--- src/rtl/clock_gate_pkg.sv ---
// +----------------------------------------------------------------------------+
// | clock_gate_pkg                                                              |
// | Shared state encodings and parameter-legality helpers for clock gating.     |
// | Revision: 1.0                                                               |
// +----------------------------------------------------------------------------+
`default_nettype none

package clock_gate_pkg;

  localparam int c_state_w = 3;

  typedef logic [c_state_w-1:0] cg_state_t;

  localparam cg_state_t c_st_off  = 3'd0;
  localparam cg_state_t c_st_wake = 3'd1;
  localparam cg_state_t c_st_on   = 3'd2;
  localparam cg_state_t c_st_hold = 3'd3;
  localparam cg_state_t c_st_stop = 3'd4;

  function automatic int cg_max3(input int a, input int b, input int c);
    int m;
    m = (a > b) ? a : b;
    return (m > c) ? m : c;
  endfunction

  // True when an unsigned field of the given width can represent value.
  function automatic bit cg_cnt_fits(input int width, input int value);
    if (width >= 31) return 1'b1;
    return value < (1 << width);
  endfunction

endpackage

`default_nettype wire

--- src/rtl/clock_gate_timer.sv ---
// +----------------------------------------------------------------------------+
// | clock_gate_timer                                                            |
// | Loadable down-counter that holds at zero and flags when it is there.        |
// | Revision: 1.0                                                               |
// +----------------------------------------------------------------------------+
`default_nettype none

module clock_gate_timer #(
  parameter int CNT_WIDTH = 8
) (
  input  logic                 clk,
  input  logic                 rst_n,
  input  logic                 load,
  input  logic [CNT_WIDTH-1:0] load_value,
  input  logic                 dec,
  output logic                 zero
);

  logic [CNT_WIDTH-1:0] r_count;

  always_ff @(posedge clk or negedge rst_n) begin
    if (!rst_n) begin
      r_count <= '0;
    end else if (load) begin
      r_count <= load_value;
    end else if (dec && (r_count != '0)) begin
      r_count <= r_count - CNT_WIDTH'(1);
    end
  end

  assign zero = (r_count == '0);

endmodule

`default_nettype wire

--- src/rtl/clock_gate_control.sv ---
// +----------------------------------------------------------------------------+
// | clock_gate_control                                                          |
// | Wake/hold/drain FSM producing the gate ENABLE and a CLK_READY handshake.    |
// | Optional macro CLOCK_GATE_FORCE_ON_EN adds a FORCE_ON input.                |
// | Revision: 1.0                                                               |
// +----------------------------------------------------------------------------+
`default_nettype none

module clock_gate_control
  import clock_gate_pkg::*;
#(
  parameter int WAKE_CYCLES  = 2,
  parameter int IDLE_CYCLES  = 16,
  parameter int STOP_CYCLES  = 1,
  parameter int CNT_WIDTH    = 8,
  parameter int ON_CNT_WIDTH = 16
) (
  input  logic                    CLK_IN,
  input  logic                    RESET_N,
  input  logic                    WAKE_REQ,
  input  logic                    BUSY,
`ifdef CLOCK_GATE_FORCE_ON_EN
  input  logic                    FORCE_ON,
`endif
  output logic                    GATE_ENABLE,
  output logic                    CLK_READY,
  output logic [c_state_w-1:0]    STATE,
  output logic [ON_CNT_WIDTH-1:0] ON_COUNT,
  output logic                    PROTOCOL_ERR
);

  if ((WAKE_CYCLES < 1) || (IDLE_CYCLES < 1) || (STOP_CYCLES < 1)) begin : g_bad_cycles
    $error("clock_gate_control: WAKE/IDLE/STOP_CYCLES must all be >= 1");
  end

  if (!cg_cnt_fits(CNT_WIDTH, cg_max3(WAKE_CYCLES, IDLE_CYCLES, STOP_CYCLES) - 1)) begin : g_bad_cnt_width
    $error("clock_gate_control: CNT_WIDTH too small for the largest timer load");
  end

  localparam logic [CNT_WIDTH-1:0] c_wake_load = CNT_WIDTH'(WAKE_CYCLES - 1);
  localparam logic [CNT_WIDTH-1:0] c_idle_load = CNT_WIDTH'(IDLE_CYCLES - 1);
  localparam logic [CNT_WIDTH-1:0] c_stop_load = CNT_WIDTH'(STOP_CYCLES - 1);

  cg_state_t             r_state;
  cg_state_t             w_state_nxt;
  logic                  w_wake_req;
  logic                  w_tmr_load;
  logic [CNT_WIDTH-1:0]  w_tmr_value;
  logic                  w_tmr_dec;
  logic                  w_tmr_zero;
  logic                  w_illegal;
  logic                  r_err;
  logic [ON_CNT_WIDTH-1:0] r_on_count;

`ifdef CLOCK_GATE_FORCE_ON_EN
  assign w_wake_req = WAKE_REQ | FORCE_ON;
`else
  assign w_wake_req = WAKE_REQ;
`endif

  clock_gate_timer #(
    .CNT_WIDTH (CNT_WIDTH)
  ) u_timer (
    .clk        (CLK_IN),
    .rst_n      (RESET_N),
    .load       (w_tmr_load),
    .load_value (w_tmr_value),
    .dec        (w_tmr_dec),
    .zero       (w_tmr_zero)
  );

  always_ff @(posedge CLK_IN or negedge RESET_N) begin
    if (!RESET_N) r_state <= c_st_off;
    else          r_state <= w_state_nxt;
  end

  always_comb begin
    w_state_nxt = r_state;
    w_tmr_load  = 1'b0;
    w_tmr_value = '0;
    w_tmr_dec   = 1'b0;
    w_illegal   = 1'b0;
    case (r_state)
      c_st_off: begin
        if (w_wake_req) begin
          w_state_nxt = c_st_wake;
          w_tmr_load  = 1'b1;
          w_tmr_value = c_wake_load;
        end
      end
      c_st_wake: begin
        if (w_tmr_zero) w_state_nxt = c_st_on;
        else            w_tmr_dec   = 1'b1;
      end
      c_st_on: begin
        if (!w_wake_req && !BUSY) begin
          w_state_nxt = c_st_hold;
          w_tmr_load  = 1'b1;
          w_tmr_value = c_idle_load;
        end
      end
      c_st_hold: begin
        // Renewed activity wins over an expiring holdoff on the same edge.
        if (w_wake_req || BUSY) begin
          w_state_nxt = c_st_on;
        end else if (w_tmr_zero) begin
          w_state_nxt = c_st_stop;
          w_tmr_load  = 1'b1;
          w_tmr_value = c_stop_load;
        end else begin
          w_tmr_dec = 1'b1;
        end
      end
      c_st_stop: begin
        if (w_tmr_zero) begin
          if (w_wake_req) begin
            w_state_nxt = c_st_wake;
            w_tmr_load  = 1'b1;
            w_tmr_value = c_wake_load;
          end else begin
            w_state_nxt = c_st_off;
          end
        end else begin
          w_tmr_dec = 1'b1;
        end
      end
      default: begin
        w_state_nxt = c_st_off;
        w_illegal   = 1'b1;
      end
    endcase
  end

  always_comb begin
    GATE_ENABLE = 1'b0;
    CLK_READY   = 1'b0;
    case (r_state)
      c_st_wake, c_st_stop: GATE_ENABLE = 1'b1;
      c_st_on, c_st_hold: begin
        GATE_ENABLE = 1'b1;
        CLK_READY   = 1'b1;
      end
      default: ;
    endcase
  end

  // Busy activity while the domain is (being) stopped means a client misbehaved.
  always_ff @(posedge CLK_IN or negedge RESET_N) begin
    if (!RESET_N) begin
      r_err <= 1'b0;
    end else if (w_illegal || (BUSY && ((r_state == c_st_off) || (r_state == c_st_stop)))) begin
      r_err <= 1'b1;
    end
  end

  always_ff @(posedge CLK_IN or negedge RESET_N) begin
    if (!RESET_N) begin
      r_on_count <= '0;
    end else if (GATE_ENABLE && (r_on_count != '1)) begin
      r_on_count <= r_on_count + ON_CNT_WIDTH'(1);
    end
  end

  assign STATE        = r_state;
  assign ON_COUNT     = r_on_count;
  assign PROTOCOL_ERR = r_err;

endmodule

`default_nettype wire
--- config.mk ---
export PLATFORM = sky130hd
export DESIGN_NAME = clock_gate_control
export DESIGN_NICKNAME = d
export VERILOG_FILES = /design/src/rtl/clock_gate_pkg.sv /design/src/rtl/clock_gate_timer.sv /design/src/rtl/clock_gate_control.sv
export SDC_FILE = /design/constraint.sdc
export NUM_CORES = 1
export LEC_CHECK = 0
export ABC_AREA = 1
export BUFFER_PORTS_ARGS = -buffer_cell sky130_fd_sc_hd__buf_2
export CAP_MARGIN = 20
export CORE_UTILIZATION = 40
export CTS_CLUSTER_SIZE = 10
export DETAILED_ROUTE_END_ITERATION = 10
export PLACE_DENSITY = 0.64
export SKIP_LAST_GASP = 1
export SYNTH_ARGS = -nofsm -noshare
export SYNTH_HDL_FRONTEND = slang
export SYNTH_SLANG_ARGS = --single-unit
export TNS_END_PERCENT = 5
--- constraint.sdc ---
create_clock -name CLK_IN -period 2.92 [get_ports CLK_IN]
set_input_delay 0.73 -clock CLK_IN [delete_from_list [all_inputs] [get_ports CLK_IN]]
set_output_delay 0.73 -clock CLK_IN [all_outputs]
set_load 0.05 [all_outputs]
==> impl_metrics.yaml <==
sta:
  setup_repair_after_global_routing_missed_its_margin: "false"
  timing_hold_violations_final: 0
  layout_setup_ws_ps: 727
  min_period_over_period_pct: 75.1
  setup_tns_ps: 0
  maxClockFrequency_mhz: 456
  final_critical_path_required_period_ps: 2190
  timing.final.max_slew_violations: 0
  slew_headroom_pct: 57.4
  hold_slack_ps: 470
  report.final.setup_viol: 0
  tightestPinTransition_ps: 640
  fin_worst_skew_ps: 1.92
synth:
  ys_warnings: 0
  number_of_synthesized_register_bits: 28
  synth.lib_cells_used.distinct: 27
  post_synth.cell_area_avg_um2: 7.31
  synth.net_count: 250
  post_synth_inst_count: 243
  synth-seq-area-share_pct: 39.5
  synth_top_flop_cell: "sky130_fd_sc_hd__dfrtp_1"
  synth_async_sr_flop_share_pct: 100
  synth_enable_flop_cells: 0
  synthesis.area_um2: 1780
finish:
  final_core_utilization_pct: 47.7
  most-common-layout-cells: "sky130_fd_sc_hd__nand2_1, sky130_fd_sc_hd__nor2_1, sky130_fd_sc_hd__dfrtp_1"
  design.final.nets: 277
  synthToLayoutAreaGrowth_pct: 11.4
  post_route_cells_drive_above_1_share_pct: 15.7
  final_cell_area_um2: 1980
  final_common_cell: "sky130_fd_sc_hd__nand2_1"
  insertedDiodeCount: 0
drt:
  drt-pass1-iter-count: 4
  postRouteWirelength_um: 3720
  vias_per_cell: 4.96
  antenna_violating_nets_post_route: 0
  wl_per_cell_um: 11.7
  route.vias.total: 1578
  drt_drc_violations_left: 0
  drt-initial-drc-count: 127
cts:
  inserted_clock_buffers: 3
  postCtsHoldBufs: 0
  post_cts.resized_instances: 0
  clkSlewWorstSetupHoldPaths_ps: 90
  ctsHtreeMaxLevel: 1
  worstSkewPairLatency_ps: 270
  post_cts_buffers: 0
  ctsRootBufferMaster: "sky130_fd_sc_hd__clkbuf_8"
  cts.sink_count: 28
  clk_path_buf_depth: 2
  clock_tree_from_tritoncts: "yes"
floorplanning:
  die-width_um: 68.6
  io_pins: 26
  initial_utilization_pct: 42.8
  floorplan_die_area_um2: 4710
  rows: 23
  floorplan_core_area_um2: 4140
  die_height_um: 68.6
grt:
  antenna_found_initial: 0
  number_of_global_route_vias_before_repair: 1336
  grt_use_total_pct: 17.9
  grt-ovfl-total: 0
  grt_start_max_net_pins: 29
  grt_pass1_wl_um: 6290
critical_path:
  cp-end-kind: "output pin"
  endpoint: "GATE_ENABLE"
  rr_worst_depth: 7
  timing.critical_path.required_ps: 2190
  regToRegSetupSlack_ps: 1030
  worstReg2RegEnd: "ON_COUNT[3]$_DFFE_PN0P_"
  biggest_fanout_along_the_worst_timing_path: 6
  timing.rr.start: "ON_COUNT[12]$_DFFE_PN0P_"
  critPathKind: "flop to output pin"
  startpoint_type: "flop"
  cp_data_arrival_time_ps: 1460
  worst_setup_path_startpoint: "STATE[0]$_DFFE_PN0P_"
placement:
  dpl.hpwl_um: 2820
  post-place-ws_ps: 882
  port-buffer-count: 25
  place.gp.congestion: 0.788
  place_area_um2: 1940
power_and_ir_drop:
  p_leak_nw: 1.03
  power.density_nw_per_um2: 990
  vdd_ir_drop_max_mv: 0.695
run:
  max_cap_viol_count: 0
status:
  status: "finished, final reports clean"
worst_hold_path:
  worstHoldPathType: "primary input to async pin"
worst max-delay path, cell delays in order (launching register included):
cell	delay [ps]
sky130_fd_sc_hd__dfrtp_1	450
sky130_fd_sc_hd__nor2_2	190
sky130_fd_sc_hd__nand2_1	130
sky130_fd_sc_hd__nand3_2	150
sky130_fd_sc_hd__buf_2	280
state kept, by name, summed over array words and instances (netlist names):
name and count:
STATE 3, u_timer.r_count 8, ON_COUNT 16, PROTOCOL_ERR 1
synth_stat cells, drive strengths merged, types with 2 or more instances:
master | number | area (um^2)
o21ai | 12 | 90.1
xnor2 | 3 | 26.3
inv | 27 | 101
a21oi | 2 | 10.0
ha | 3 | 37.5
nand3 | 16 | 85.1
buf | 3 | 26.3
nand2 | 81 | 307
nand4 | 6 | 43.8
nor2 | 37 | 164
dfrtp | 28 | 701
o21bai | 3 | 22.5
xor2 | 11 | 96.3
nor3 | 7 | 35.0
through the flow:
| stage | cells | power (W) |
|---|---|---|
| final | 318 | 0.00196 |
| after global routing | 318 | 0.00214 |
| after CTS | 318 | 0.00198 |
| after detailed placement | 315 | 0.00176 |
| after global placement | 315 | 0.00175 |
| after floorplan | 243 | 0.00157 |
routing by layer:
metal	vias to the layer above	global-route usage [%]	routed length (um)
li1	820	-	-
met1	728	26.3	1860
met2	28	27.3	1710
met3	2	2.47	119
met4	0	4.69	27
met5	-	0	0
worst min-delay path by stage:
stage | from | endpoint | slack, ps | cells after the start
after global routing | RESET_N | u_timer.r_count[2]$_DFFE_PN0P_ | 520 | 1
after floorplan | RESET_N | ON_COUNT[0]$_DFFE_PN0P_ | 430 | 0
final | RESET_N | u_timer.r_count[3]$_DFFE_PN0P_ | 470 | 1
after global placement | PROTOCOL_ERR$_DFFE_PN0P_ | PROTOCOL_ERR$_DFFE_PN0P_ | 460 | 1
after CTS | PROTOCOL_ERR$_DFFE_PN0P_ | PROTOCOL_ERR$_DFFE_PN0P_ | 490 | 1
after detailed placement | PROTOCOL_ERR$_DFFE_PN0P_ | PROTOCOL_ERR$_DFFE_PN0P_ | 460 | 1
final cells by class:
cell class              instances  area, um^2
fillers                       436        2170
multi-input cells             185         947
flip-flops and latches         28         701
repair buffers                 25         125
inverters                      27         101
well taps                      50        62.6
clock buffers                   3        41.3
power by group:
group | switching [W] | internal [W]
Clock | 0.000120 | 0.0000926
Combinational | 0.000823 | 0.000318
Sequential | 0.000111 | 0.000495
Total | 0.00105 | 0.000905
logic make-up (layout without fill, tap and decap cells):
kind of cell | Yosys count | in the layout | share of synthesized area [%]
adder cells (fa/ha/maj) | 3 | 3 | 2.11
XOR/XNOR | 14 | 14 | 6.91
flip-flops | 28 | 28 | 39.5
buffers and inverters | 30 | 55 | 7.19
AO/OA/AOI/OAI | 20 | 20 | 8.18
AND/OR/NAND/NOR | 148 | 148 | 36.2
Power figures use the tool's default switching activity.
